File: src/rtl/id_ex_reg.sv
// ID/EX pipeline register: captures decode-stage controls and operands for the execute stage.
// Optional bubble counter enabled by defining ID_EX_BUBBLE_CNT_EN.
module id_ex_reg #(
  parameter int XLEN = 32
) (
  input  logic            clk,
  input  logic            reset,
  input  logic            StallE,
  input  logic            FlushE,
  input  logic            ValidD,
  input  logic            RegWriteD,
  input  logic            MemWriteD,
  input  logic            BranchD,
  input  logic            JumpD,
  input  logic            ALUSrcD,
  input  logic            loadD,
  input  logic            jarlD,
  input  logic [1:0]      ResultSrcD,
  input  logic [2:0]      ALUControlD,
  input  logic [XLEN-1:0] RD1D,
  input  logic [XLEN-1:0] RD2D,
  input  logic [XLEN-1:0] PCD,
  input  logic [XLEN-1:0] ImmExtD,
  input  logic [XLEN-1:0] PCPlus4D,
  input  logic [4:0]      Rs1D,
  input  logic [4:0]      Rs2D,
  input  logic [4:0]      RdD,
  output logic            RegWriteE,
  output logic            MemWriteE,
  output logic            BranchE,
  output logic            JumpE,
  output logic            ALUSrcE,
  output logic            loadE,
  output logic            jarlE,
  output logic [1:0]      ResultSrcE,
  output logic [2:0]      ALUControlE,
  output logic [XLEN-1:0] RD1E,
  output logic [XLEN-1:0] RD2E,
  output logic [XLEN-1:0] PCE,
  output logic [XLEN-1:0] ImmExtE,
  output logic [XLEN-1:0] PCPlus4E,
  output logic [4:0]      Rs1E,
  output logic [4:0]      Rs2E,
  output logic [4:0]      RdE,
  output logic            ValidE
`ifdef ID_EX_BUBBLE_CNT_EN
  ,
  output logic [31:0]     BubbleCntE
`endif
);

  // Control bits grouped so bubbles can clear them in one assignment.
  typedef struct packed {
    logic       reg_write;
    logic       mem_write;
    logic       branch;
    logic       jump;
    logic       alu_src;
    logic       load;
    logic       jarl;
    logic [1:0] result_src;
    logic [2:0] alu_control;
  } ctrl_t;

  typedef struct packed {
    logic [XLEN-1:0] rd1;
    logic [XLEN-1:0] rd2;
    logic [XLEN-1:0] pc;
    logic [XLEN-1:0] imm_ext;
    logic [XLEN-1:0] pc_plus4;
    logic [4:0]      rs1;
    logic [4:0]      rs2;
    logic [4:0]      rd;
  } data_t;

  ctrl_t ctrl_q, ctrl_d, ctrl_in;
  data_t data_q, data_d, data_in;
  logic  valid_q, valid_d;

  assign ctrl_in = '{reg_write: RegWriteD, mem_write: MemWriteD, branch: BranchD,
                     jump: JumpD, alu_src: ALUSrcD, load: loadD, jarl: jarlD,
                     result_src: ResultSrcD, alu_control: ALUControlD};
  assign data_in = '{rd1: RD1D, rd2: RD2D, pc: PCD, imm_ext: ImmExtD,
                     pc_plus4: PCPlus4D, rs1: Rs1D, rs2: Rs2D, rd: RdD};

  always_comb begin
    // NOTE: every output of this block gets a default first, so no path infers a latch.
    ctrl_d  = ctrl_q;
    data_d  = data_q;
    valid_d = valid_q;
    if (FlushE) begin
      ctrl_d  = '0;
      data_d  = '0;
      valid_d = 1'b0;
    end else if (!StallE) begin
      // The ternary selects a clean zero even if the decoder drives X on an invalid slot.
      ctrl_d  = ValidD ? ctrl_in : '0;
      valid_d = ValidD ? 1'b1 : 1'b0;
      data_d  = data_in;
      if (RdD == 5'd0) ctrl_d.reg_write = 1'b0;
    end
  end

  always_ff @(posedge clk) begin
    // NOTE: sequential state uses non-blocking assignments so all registers update together.
    if (reset) begin
      ctrl_q  <= '0;
      data_q  <= '0;
      valid_q <= 1'b0;
    end else begin
      ctrl_q  <= ctrl_d;
      data_q  <= data_d;
      valid_q <= valid_d;
    end
  end

`ifdef ID_EX_BUBBLE_CNT_EN
  logic [31:0] bubble_cnt_q, bubble_cnt_d;
  logic        bubble_in;

  assign bubble_in = FlushE | (!StallE & !ValidD);

  always_comb begin
    bubble_cnt_d = bubble_cnt_q;
    if (bubble_in && (bubble_cnt_q != 32'hFFFF_FFFF)) bubble_cnt_d = bubble_cnt_q + 32'd1;
  end

  always_ff @(posedge clk) begin
    if (reset) bubble_cnt_q <= '0;
    else       bubble_cnt_q <= bubble_cnt_d;
  end

  assign BubbleCntE = bubble_cnt_q;
`endif

  assign RegWriteE   = ctrl_q.reg_write;
  assign MemWriteE   = ctrl_q.mem_write;
  assign BranchE     = ctrl_q.branch;
  assign JumpE       = ctrl_q.jump;
  assign ALUSrcE     = ctrl_q.alu_src;
  assign loadE       = ctrl_q.load;
  assign jarlE       = ctrl_q.jarl;
  assign ResultSrcE  = ctrl_q.result_src;
  assign ALUControlE = ctrl_q.alu_control;
  assign RD1E        = data_q.rd1;
  assign RD2E        = data_q.rd2;
  assign PCE         = data_q.pc;
  assign ImmExtE     = data_q.imm_ext;
  assign PCPlus4E    = data_q.pc_plus4;
  assign Rs1E        = data_q.rs1;
  assign Rs2E        = data_q.rs2;
  assign RdE         = data_q.rd;
  assign ValidE      = valid_q;

endmodule

File: config.mk
export PLATFORM = sky130hd
export DESIGN_NAME = id_ex_reg
export DESIGN_NICKNAME = d
export VERILOG_FILES = /design/src/rtl/id_ex_reg.sv
export SDC_FILE = /design/constraint.sdc
export NUM_CORES = 1
export LEC_CHECK = 0
export CORE_AREA = 2 2 149 151
export DETAILED_ROUTE_END_ITERATION = 12
export DIE_AREA = 0 0 151 153
export PLACE_DENSITY = 0.76
export SLEW_MARGIN = 20
export SYNTH_ARGS = -nofsm -noshare
export SYNTH_HDL_FRONTEND = slang
export SYNTH_SLANG_ARGS = --single-unit
export TNS_END_PERCENT = 30
File: constraint.sdc
create_clock -name clk -period 1.7 [get_ports clk]
set_input_delay 0.51 -clock clk [delete_from_list [all_inputs] [get_ports clk]]
set_output_delay 0.51 -clock clk [all_outputs]
set_load 0.005 [all_outputs]
==> impl_metrics.tcl, run 1 <==
set metrics [dict create \
    p_leak_nw 5.56 \
    hpwl_microns 15100 \
    rsz0062_at_grt "false" \
    h-tree-depth 4 \
    r2r_end "jarlE" \
    grt_pass1_vias 5775 \
    synth_top_family_by_area "multiplexers" \
    reg2reg_from "jarlE" \
    muxShareOfSynthArea 0.259 \
    io_buffer_count 379 \
    num_rows 54 \
    cts_inserted_buffers 17 \
    register_area_sq_mm 0.00380 \
    min_period_over_period 0.915 \
    post_cts_buffers 0 \
    placed_cells 1262 \
    drc 0 \
    worstPathArrival_ns 1.05 \
    grt_use_total 0.165 \
    core_sq_mm 0.0215 \
    synth-xor-area-share 0 \
    synthAdderAreaFrac 0 \
    ir_worst_vdd_v 0.000630 \
    slew_viol_final 0 \
    slew_headroom 0.797 \
    synth-seq-area-share 0.556 \
    cts_sinks 188 \
    synthesis.area_sq_mm 0.00677 \
    hp-class "reg2reg" \
    multi_input_area_sq_mm 0.00261 \
    drt-total-wl_microns 19700 \
    critical_path_class "reg2out" \
    yosysWarnings 0 \
    max_stage_delay_ns 0.35 \
    gp_congestion 0.776 \
    fin_cells 1293 \
    dr.pass1.iters 6 \
    worstMarginPinSlew_ns 0.304 \
    clk_latency_ns 0.42 \
    synth_simple_gate_area_share 0.113 \
    synth_top_area_cell "dfxtp_1" \
    antenna_found_initial 0 \
    r2r_slack_ns 1.04 \
    layout_commonest_cell "clkdlybuf4s50_1" \
    path_delay_family "flip-flops" \
    ys_ff_latch 188 \
    critical_path_depth 1 \
    reg2reg_depth 2 \
    critical_path.cell_chain "clkdlybuf4s15_1" \
    nets 1193 \
    num_io_pins 380 \
    setup.worst_path.end "RD2E[9]" \
    holdBufCountCts 0 \
    whs_ns 0.487 \
    finalCriticalPeriod_ns 1.56 \
    path_buf_inv 1 \
    fin_area_sq_mm 0.0113 \
    cts_buffer_depth 2 \
    syn_nets 804 \
    hold_violations 0 \
    maxCapViolCount 0 \
    start_kind "flop" \
    cp-end-kind "output port" \
    fill_cells 2006 \
    holdPathStages 2 \
    vias_per_cell 4.41 \
    grt_max_degree 29 \
    drt-initial-drc-count 123 \
    p_per_area_mw_per_mm2 850 \
    fin_skew_ns 0 \
    crit_start "RD2E[9]" \
    die_area_sq_mm 0.0231 \
    drive_gt1_frac 0.101 \
    n_antenna_cell 0 \
    syn_inst 612 \
    vias 5700 \
    wl_per_cell_microns 15.2 \
    cts_root_buffer "clkbuf_16" \
    synth_top_area_frac 0.556 \
    grt_overflow 0 \
    synth_compound_gate_area_share 0.0142 \
    layout_common_cells "clkdlybuf4s50_1 (190), dlygate4sd2_1 (187), nor2_1 (178)" \
    fmax_ghz 0.643 \
    grt_pass1_wl_microns 30000 \
    power.total_mw 9.62 \
    start_util 0.315 \
    cp_max_fo 2 \
    syn_to_final_growth_pct 67.3 \
    synthTopCellsByArea "dfxtp_1 (56%), mux2i_1 (26%), nor2_1 (9.9%), buf_6 (4.8%), a22oi_1 (1.2%)" \
    synth_cell_types 16 \
    cts_tree "built" \
    avgSynthCellArea_sq_um 11.1 \
    path_clk_slew_ns 0.07 \
    crit_slowest_cell "dfxtp_1" \
    setup_viol 0 \
    fp.dieH_microns 153 \
    die_x_microns 151 \
    ant_nets 0 \
    hp-start "RD2E[22]" \
    status "finished clean" \
    crit_required_ns 1.19 \
    tns_ns 0 \
    dpl_cell_area_sq_mm 0.0110 \
]
## cell type report
cell class	instances	share of cell area
clock buffers	19	0.0382
clock inverters	12	0.00951
multi-input cells	381	0.231
flip-flops and latches	188	0.335
well taps	280	0.0309
repair buffers	413	0.355
## how the worst min path moves through the flow
| stage | slack (ns) | end |
|---|---|---|
| 3_5_place_dp | 0.48 | RegWriteE |
| 2_1_floorplan | 0.46 | RegWriteE |
| 4_1_cts | 0.49 | RegWriteE |
| 3_3_place_gp | 0.47 | ValidE |
| 5_1_grt | 0.50 | PCPlus4E[16] |
| 6_report | 0.49 | RD2E[22] |
## flip-flops by register name, indices dropped and copies added, names as in the netlist
register / count
ALUControlE: 3
ALUSrcE: 1
BranchE: 1
ImmExtE: 32
JumpE: 1
MemWriteE: 1
PCE: 32
PCPlus4E: 32
RD1E: 32
RD2E: 32
RdE: 5
RegWriteE: 1
ResultSrcE: 2
Rs1E: 5
Rs2E: 5
ValidE: 1
jarlE: 1
loadE: 1
## synth_stat cells
master,instances
nor2b_2,1
buf_4,1
a21oi_1,1
nand3_1,1
nor2_2,10
buf_6,29
nand2_1,1
or4_1,1
dfxtp_1,188
buf_2,8
nor2_1,178
clkbuf_1,5
or2_1,1
mux2i_1,175
o2111ai_1,1
a22oi_1,11
## power breakdown
group	switching [mW]	leakage (nW)	internal, mW	total [mW]
clock	1.81	0.246	1.91	3.72
combinational	0.465	3.77	0.824	1.29
sequential	0.0658	1.54	4.55	4.61
## metal layers
metal | vias up | wire length (microns) | track usage
met2 | 258 | 9560 | 0.288
met1 | 2607 | 7320 | 0.172
met4 | 0 | 386 | 0.0583
li1 | 2809 | - | -
met3 | 26 | 2430 | 0.0776
met5 | - | 0 | 0
## cells by family after synthesis
logic type / after synthesis
AOI/OAI and AO/OA: 13
buffers and inverters: 43
DFF: 188
muxes: 175
and+or+nand+nor: 193
## stage by stage
| step | util | worst slack [ns] |
|---|---|---|
| after detailed placement | 0.511 | -0.224 |
| after floorplan | - | 0.340 |
| after global placement | 0.511 | -0.215 |
| after global routing | 0.527 | 0.0311 |
| final | 0.527 | 0.145 |
| after CTS | 0.527 | 0.0463 |
## what timing repair did
action                                  4_1_cts  5_1_grt
resized for setup                           214        1
pin swaps                                     0        0
endpoints found under the setup margin      188        1
No activity file was read; power rests on OpenSTA's default activity.
==> run 2, diff against run 1 <==
--- a/config.mk
+++ b/config.mk
@@ -5,10 +5,11 @@
 export SDC_FILE = /design/constraint.sdc
 export NUM_CORES = 1
 export LEC_CHECK = 0
-export CORE_AREA = 2 2 149 151
+export CORE_AREA = 2 2 147 149
+export CTS_BUF_LIST = sky130_fd_sc_hd__clkbuf_8
 export DETAILED_ROUTE_END_ITERATION = 12
-export DIE_AREA = 0 0 151 153
-export PLACE_DENSITY = 0.76
+export DIE_AREA = 0 0 149 151
+export PLACE_DENSITY = 0.78
 export SLEW_MARGIN = 20
 export SYNTH_ARGS = -nofsm -noshare
 export SYNTH_HDL_FRONTEND = slang
==> impl_metrics.tcl, run 2 (synthesized netlist as in run 1, its figures left out) <==
set metrics [dict create \
    hold_violations 0 \
    cts_root_buffer "clkbuf_8" \
    power.total_mw 8.80 \
    status "finished clean" \
    grt_overflow 0 \
    fp.dieH_microns 151 \
    worstMarginPinSlew_ns 0.278 \
    gp_congestion 0.751 \
    p_comb_frac 0.146 \
    drt-initial-drc-count 127 \
    p_clk_frac 0.329 \
    crit_start "PCPlus4E[1]" \
    vias_per_cell 4.40 \
    hpwl_microns 15100 \
    rsz0062_at_grt "false" \
    swShare 0.257 \
    multi_input_area_sq_mm 0.00261 \
    dr.pass1.iters 4 \
    layout_commonest_cell "clkdlybuf4s50_1" \
    grt_pass1_vias 5717 \
    cts_sinks 188 \
    crit_slowest_cell "dfxtp_1" \
    setup_slack_ns 0.122 \
    ant_nets 0 \
    grt_use_total 0.167 \
    die_x_microns 149 \
    clk_latency_ns 0.43 \
    cp_max_fo 2 \
    p_int_mw 6.54 \
    reg2reg_from "PCPlus4E[10]" \
    fin_cells 1290 \
    path_delay_family "flip-flops" \
    max_stage_delay_ns 0.35 \
    h-tree-depth 4 \
    vias 5672 \
    crit_required_ns 1.19 \
    core_sq_mm 0.0208 \
    fmax_ghz 0.634 \
    die_area_sq_mm 0.0225 \
    n_antenna_cell 0 \
    grt_pass1_wl_microns 29700 \
    p_sw_mw 2.26 \
    hp-start "StallE" \
    io_buffer_count 379 \
    hp-class "in2reg" \
    wl_per_cell_microns 15.2 \
    slew_viol_final 0 \
    cp-end-kind "output port" \
    register_area_sq_mm 0.00387 \
    seqPwrFrac 0.525 \
    path_buf_inv 1 \
    fin_skew_ns 0 \
    ir_worst_vdd_v 0.000622 \
    drc 0 \
    worstPathArrival_ns 1.07 \
    syn_to_final_growth_pct 65.9 \
    finalCriticalPeriod_ns 1.58 \
    num_io_pins 380 \
    layout_common_cells "clkdlybuf4s50_1 (190), dlygate4sd2_1 (188), nor2_1 (178)" \
    nets 1194 \
    path_clk_slew_ns 0.11 \
    cts_tree "built" \
    drt-total-wl_microns 19600 \
    slew_headroom 0.815 \
    critical_path_class "reg2out" \
    maxCapViolCount 0 \
    start_kind "flop" \
    placed_cells 1257 \
    p_leak_nw 5.54 \
    dp_slack_ns -0.176 \
    antenna_found_initial 0 \
    setup_viol 0 \
    critical_path.cell_chain "dlygate4sd2_1" \
    start_util 0.325 \
    cts_buffer_depth 2 \
    p_per_area_mw_per_mm2 784 \
    min_period_over_period 0.928 \
    cts_inserted_buffers 17 \
    num_rows 53 \
    fill_cells 1926 \
    grt_max_degree 31 \
    drive_gt1_frac 0.164 \
]
==> run 2: cell count changes in the layout (fill, tap and decap cells not counted), moves of 2 or more <==
cell        previous run  this run
dfxtp_2               26        86
clkinvlp_4             6         0
buf_4                 18        20
clkbuf_8               0        19
clkbuf_16             17         0
dfxtp_1              162       102
clkinv_4               0         5
clkbuf_1               2         0
==> run 2: per-layer routing <==
layer | up-vias | track usage | wire (microns)
met5 | - | 0 | 0
met4 | 0 | 0.0457 | 312
met3 | 20 | 0.0714 | 2040
met2 | 247 | 0.298 | 9600
met1 | 2600 | 0.182 | 7610
li1 | 2805 | - | -
==> run 2: power groups by stage <==
stage	sequential (mW)	clock (mW)	combinational, mW
2_1_floorplan	4.73	0	0.522
3_3_place_gp	4.71	0	1.38
3_5_place_dp	4.72	0	1.40
4_1_cts	4.62	3.00	1.31
5_1_grt	4.64	3.17	1.39
6_report	4.62	2.89	1.29
==> run 2: layout make-up <==
cell class | instances | area share
multi-input cells | 381 | 0.233
clock buffers | 19 | 0.0233
flip-flops and latches | 188 | 0.345
well taps | 275 | 0.0306
repair buffers | 414 | 0.357
clock inverters | 13 | 0.0111
==> run 2: path summary, 6_finish.rpt <==
kind,endpoint,slack (ns),cells after the start
worst max-delay path,PCPlus4E[1],0.12,1
worst min-delay path,RegWriteE,0.45,3
worst max register to register,PCPlus4E[10],0.96,3
worst min register to register,RD2E[11],0.49,2
==> run 2: through the flow <==
stage               setup TNS, ns  hold WS, ns  cell area (sq um)  utilization
global route                    0        0.432              11200        0.539
floorplan                       0        0.464               6770            -
finish                          0        0.447              11200        0.539
global placement           -0.180        0.468              11000        0.526
detailed placement         -0.638        0.482              11000        0.526
CTS                             0        0.408              11200        0.539
==> run 2: what timing repair did <==
action | in CTS | in global routing
gates resized for setup | 274 | 0
buffers inserted | 1 | 0
hold buffers | 0 | 0
endpoints found under the setup margin | 188 | 0
==> run 3, diff against run 2 <==
--- a/config.mk
+++ b/config.mk
@@ -10,6 +10,7 @@
 export DETAILED_ROUTE_END_ITERATION = 12
 export DIE_AREA = 0 0 149 151
 export PLACE_DENSITY = 0.78
+export SETUP_SLACK_MARGIN = 0.4
 export SLEW_MARGIN = 20
 export SYNTH_ARGS = -nofsm -noshare
 export SYNTH_HDL_FRONTEND = slang
==> impl_metrics.tcl, run 3 (synthesized netlist as in run 1, its figures left out) <==
set metrics [dict create \
    start_util 0.325 \
    layout_commonest_cell "clkdlybuf4s50_1" \
    drt-total-wl_microns 20300 \
    hp-class "in2reg" \
    drt-initial-drc-count 133 \
    hp-start "StallE" \
    holdBufCountCts 0 \
    grt_max_degree 34 \
    vias 5791 \
    max_stage_delay_ns 0.38 \
    power.total_mw 8.90 \
    num_rows 53 \
    worstMarginPinSlew_ns 0.282 \
    core_sq_mm 0.0208 \
    syn_to_final_growth_pct 65.6 \
    path_delay_family "flip-flops" \
    critical_path_class "reg2out" \
    finalCriticalPeriod_ns 1.44 \
    path_buf_inv 1 \
    maxCapViolCount 0 \
    cp_max_fo 2 \
    fin_skew_ns 0 \
    clk_latency_ns 0.43 \
    rsz0062_at_grt "true" \
    crit_required_ns 1.19 \
    fill_cells 1874 \
    critical_path.cell_chain "buf_2" \
    cts_root_buffer "clkbuf_8" \
    crit_start "PCPlus4E[19]" \
    cts_buffer_depth 2 \
    nets 1206 \
    layout_common_cells "clkdlybuf4s50_1 (190), dfxtp_2 (188), nor2_1 (178)" \
    grt_overflow 0 \
    grt_use_total 0.172 \
    h-tree-depth 4 \
    num_io_pins 380 \
    cp-end-kind "output port" \
    status "finished clean" \
    worstPathArrival_ns 0.93 \
    dpl_cell_area_sq_mm 0.0110 \
    dp_slack_ns -0.182 \
    start_kind "flop" \
    setup_viol 0 \
    p_per_area_mw_per_mm2 794 \
    vias_per_cell 4.45 \
    gp_congestion 0.772 \
    cts_sinks 188 \
    min_period_over_period 0.849 \
    antenna_found_initial 0 \
    ant_nets 0 \
    die_x_microns 149 \
    tns_ns 0 \
    hold_violations 0 \
    fin_area_sq_mm 0.0112 \
    dr.pass1.iters 6 \
    slew_headroom 0.812 \
    setup_slack_ns 0.256 \
    cts_tree "built" \
    fmax_ghz 0.693 \
    io_buffer_count 379 \
    ir_worst_vdd_v 0.000427 \
    n_antenna_cell 0 \
    slew_viol_final 0 \
    cts_inserted_buffers 17 \
    reg2reg_from "ALUSrcE" \
    final_util 0.538 \
    die_area_sq_mm 0.0225 \
    crit_slowest_cell "dfxtp_2" \
    hpwl_microns 15200 \
    drive_gt1_frac 0.455 \
    path_clk_slew_ns 0.10 \
    wl_per_cell_microns 15.6 \
    drc 0 \
    p_leak_nw 5.25 \
    fp.dieH_microns 151 \
    grt_pass1_wl_microns 30600 \
    grt_pass1_vias 5825 \
]
## run 3: worst paths after layout
path	endpoint	slack [ns]	depth (start not counted)
setup / recovery	PCPlus4E[19]	0.26	1
hold / removal	RegWriteE	0.44	3
setup reg to reg	ALUSrcE	0.87	3
hold reg to reg	ValidE	0.49	2
## run 3: repair_timing
action	4_1_cts	5_1_grt
buffers inserted	12	1
gates resized for setup	987	26
hold endpoints to repair	0	0
endpoints found under the setup margin	189	190
## run 3: area by class of cell
class	count	area, sq um	share of cell area
clock buffer	19	262	0.0233
clock inverter	13	124	0.0111
timing repair buffer	426	3870	0.345
tap	275	344	0.0307
sequential	188	4000	0.357
multi-input combinational	381	2610	0.233
## run 3: layer usage
metal  track usage  share of wire
met5             0              0
met4        0.0476          0.013
met3        0.0678           0.10
met2         0.312           0.50
met1         0.187           0.38
## run 3: report_power, final
group / total (mW) / internal [mW] / switching [mW] / leakage (nW)
registers: 4.65 / 4.57 / 0.0801 / 1.62
logic: 1.33 / 0.858 / 0.476 / 3.43
clock network: 2.91 / 1.16 / 1.75 / 0.202
total: 8.90 / 6.59 / 2.31 / 5.25
## run 3: per-stage QoR
step / hold slack [ns] / cells
after global routing: 0.418 / 1302
after detailed placement: 0.482 / 1257
after floorplan: 0.464 / 612
after CTS: 0.397 / 1301
final: 0.436 / 1302
after global placement: 0.467 / 1257
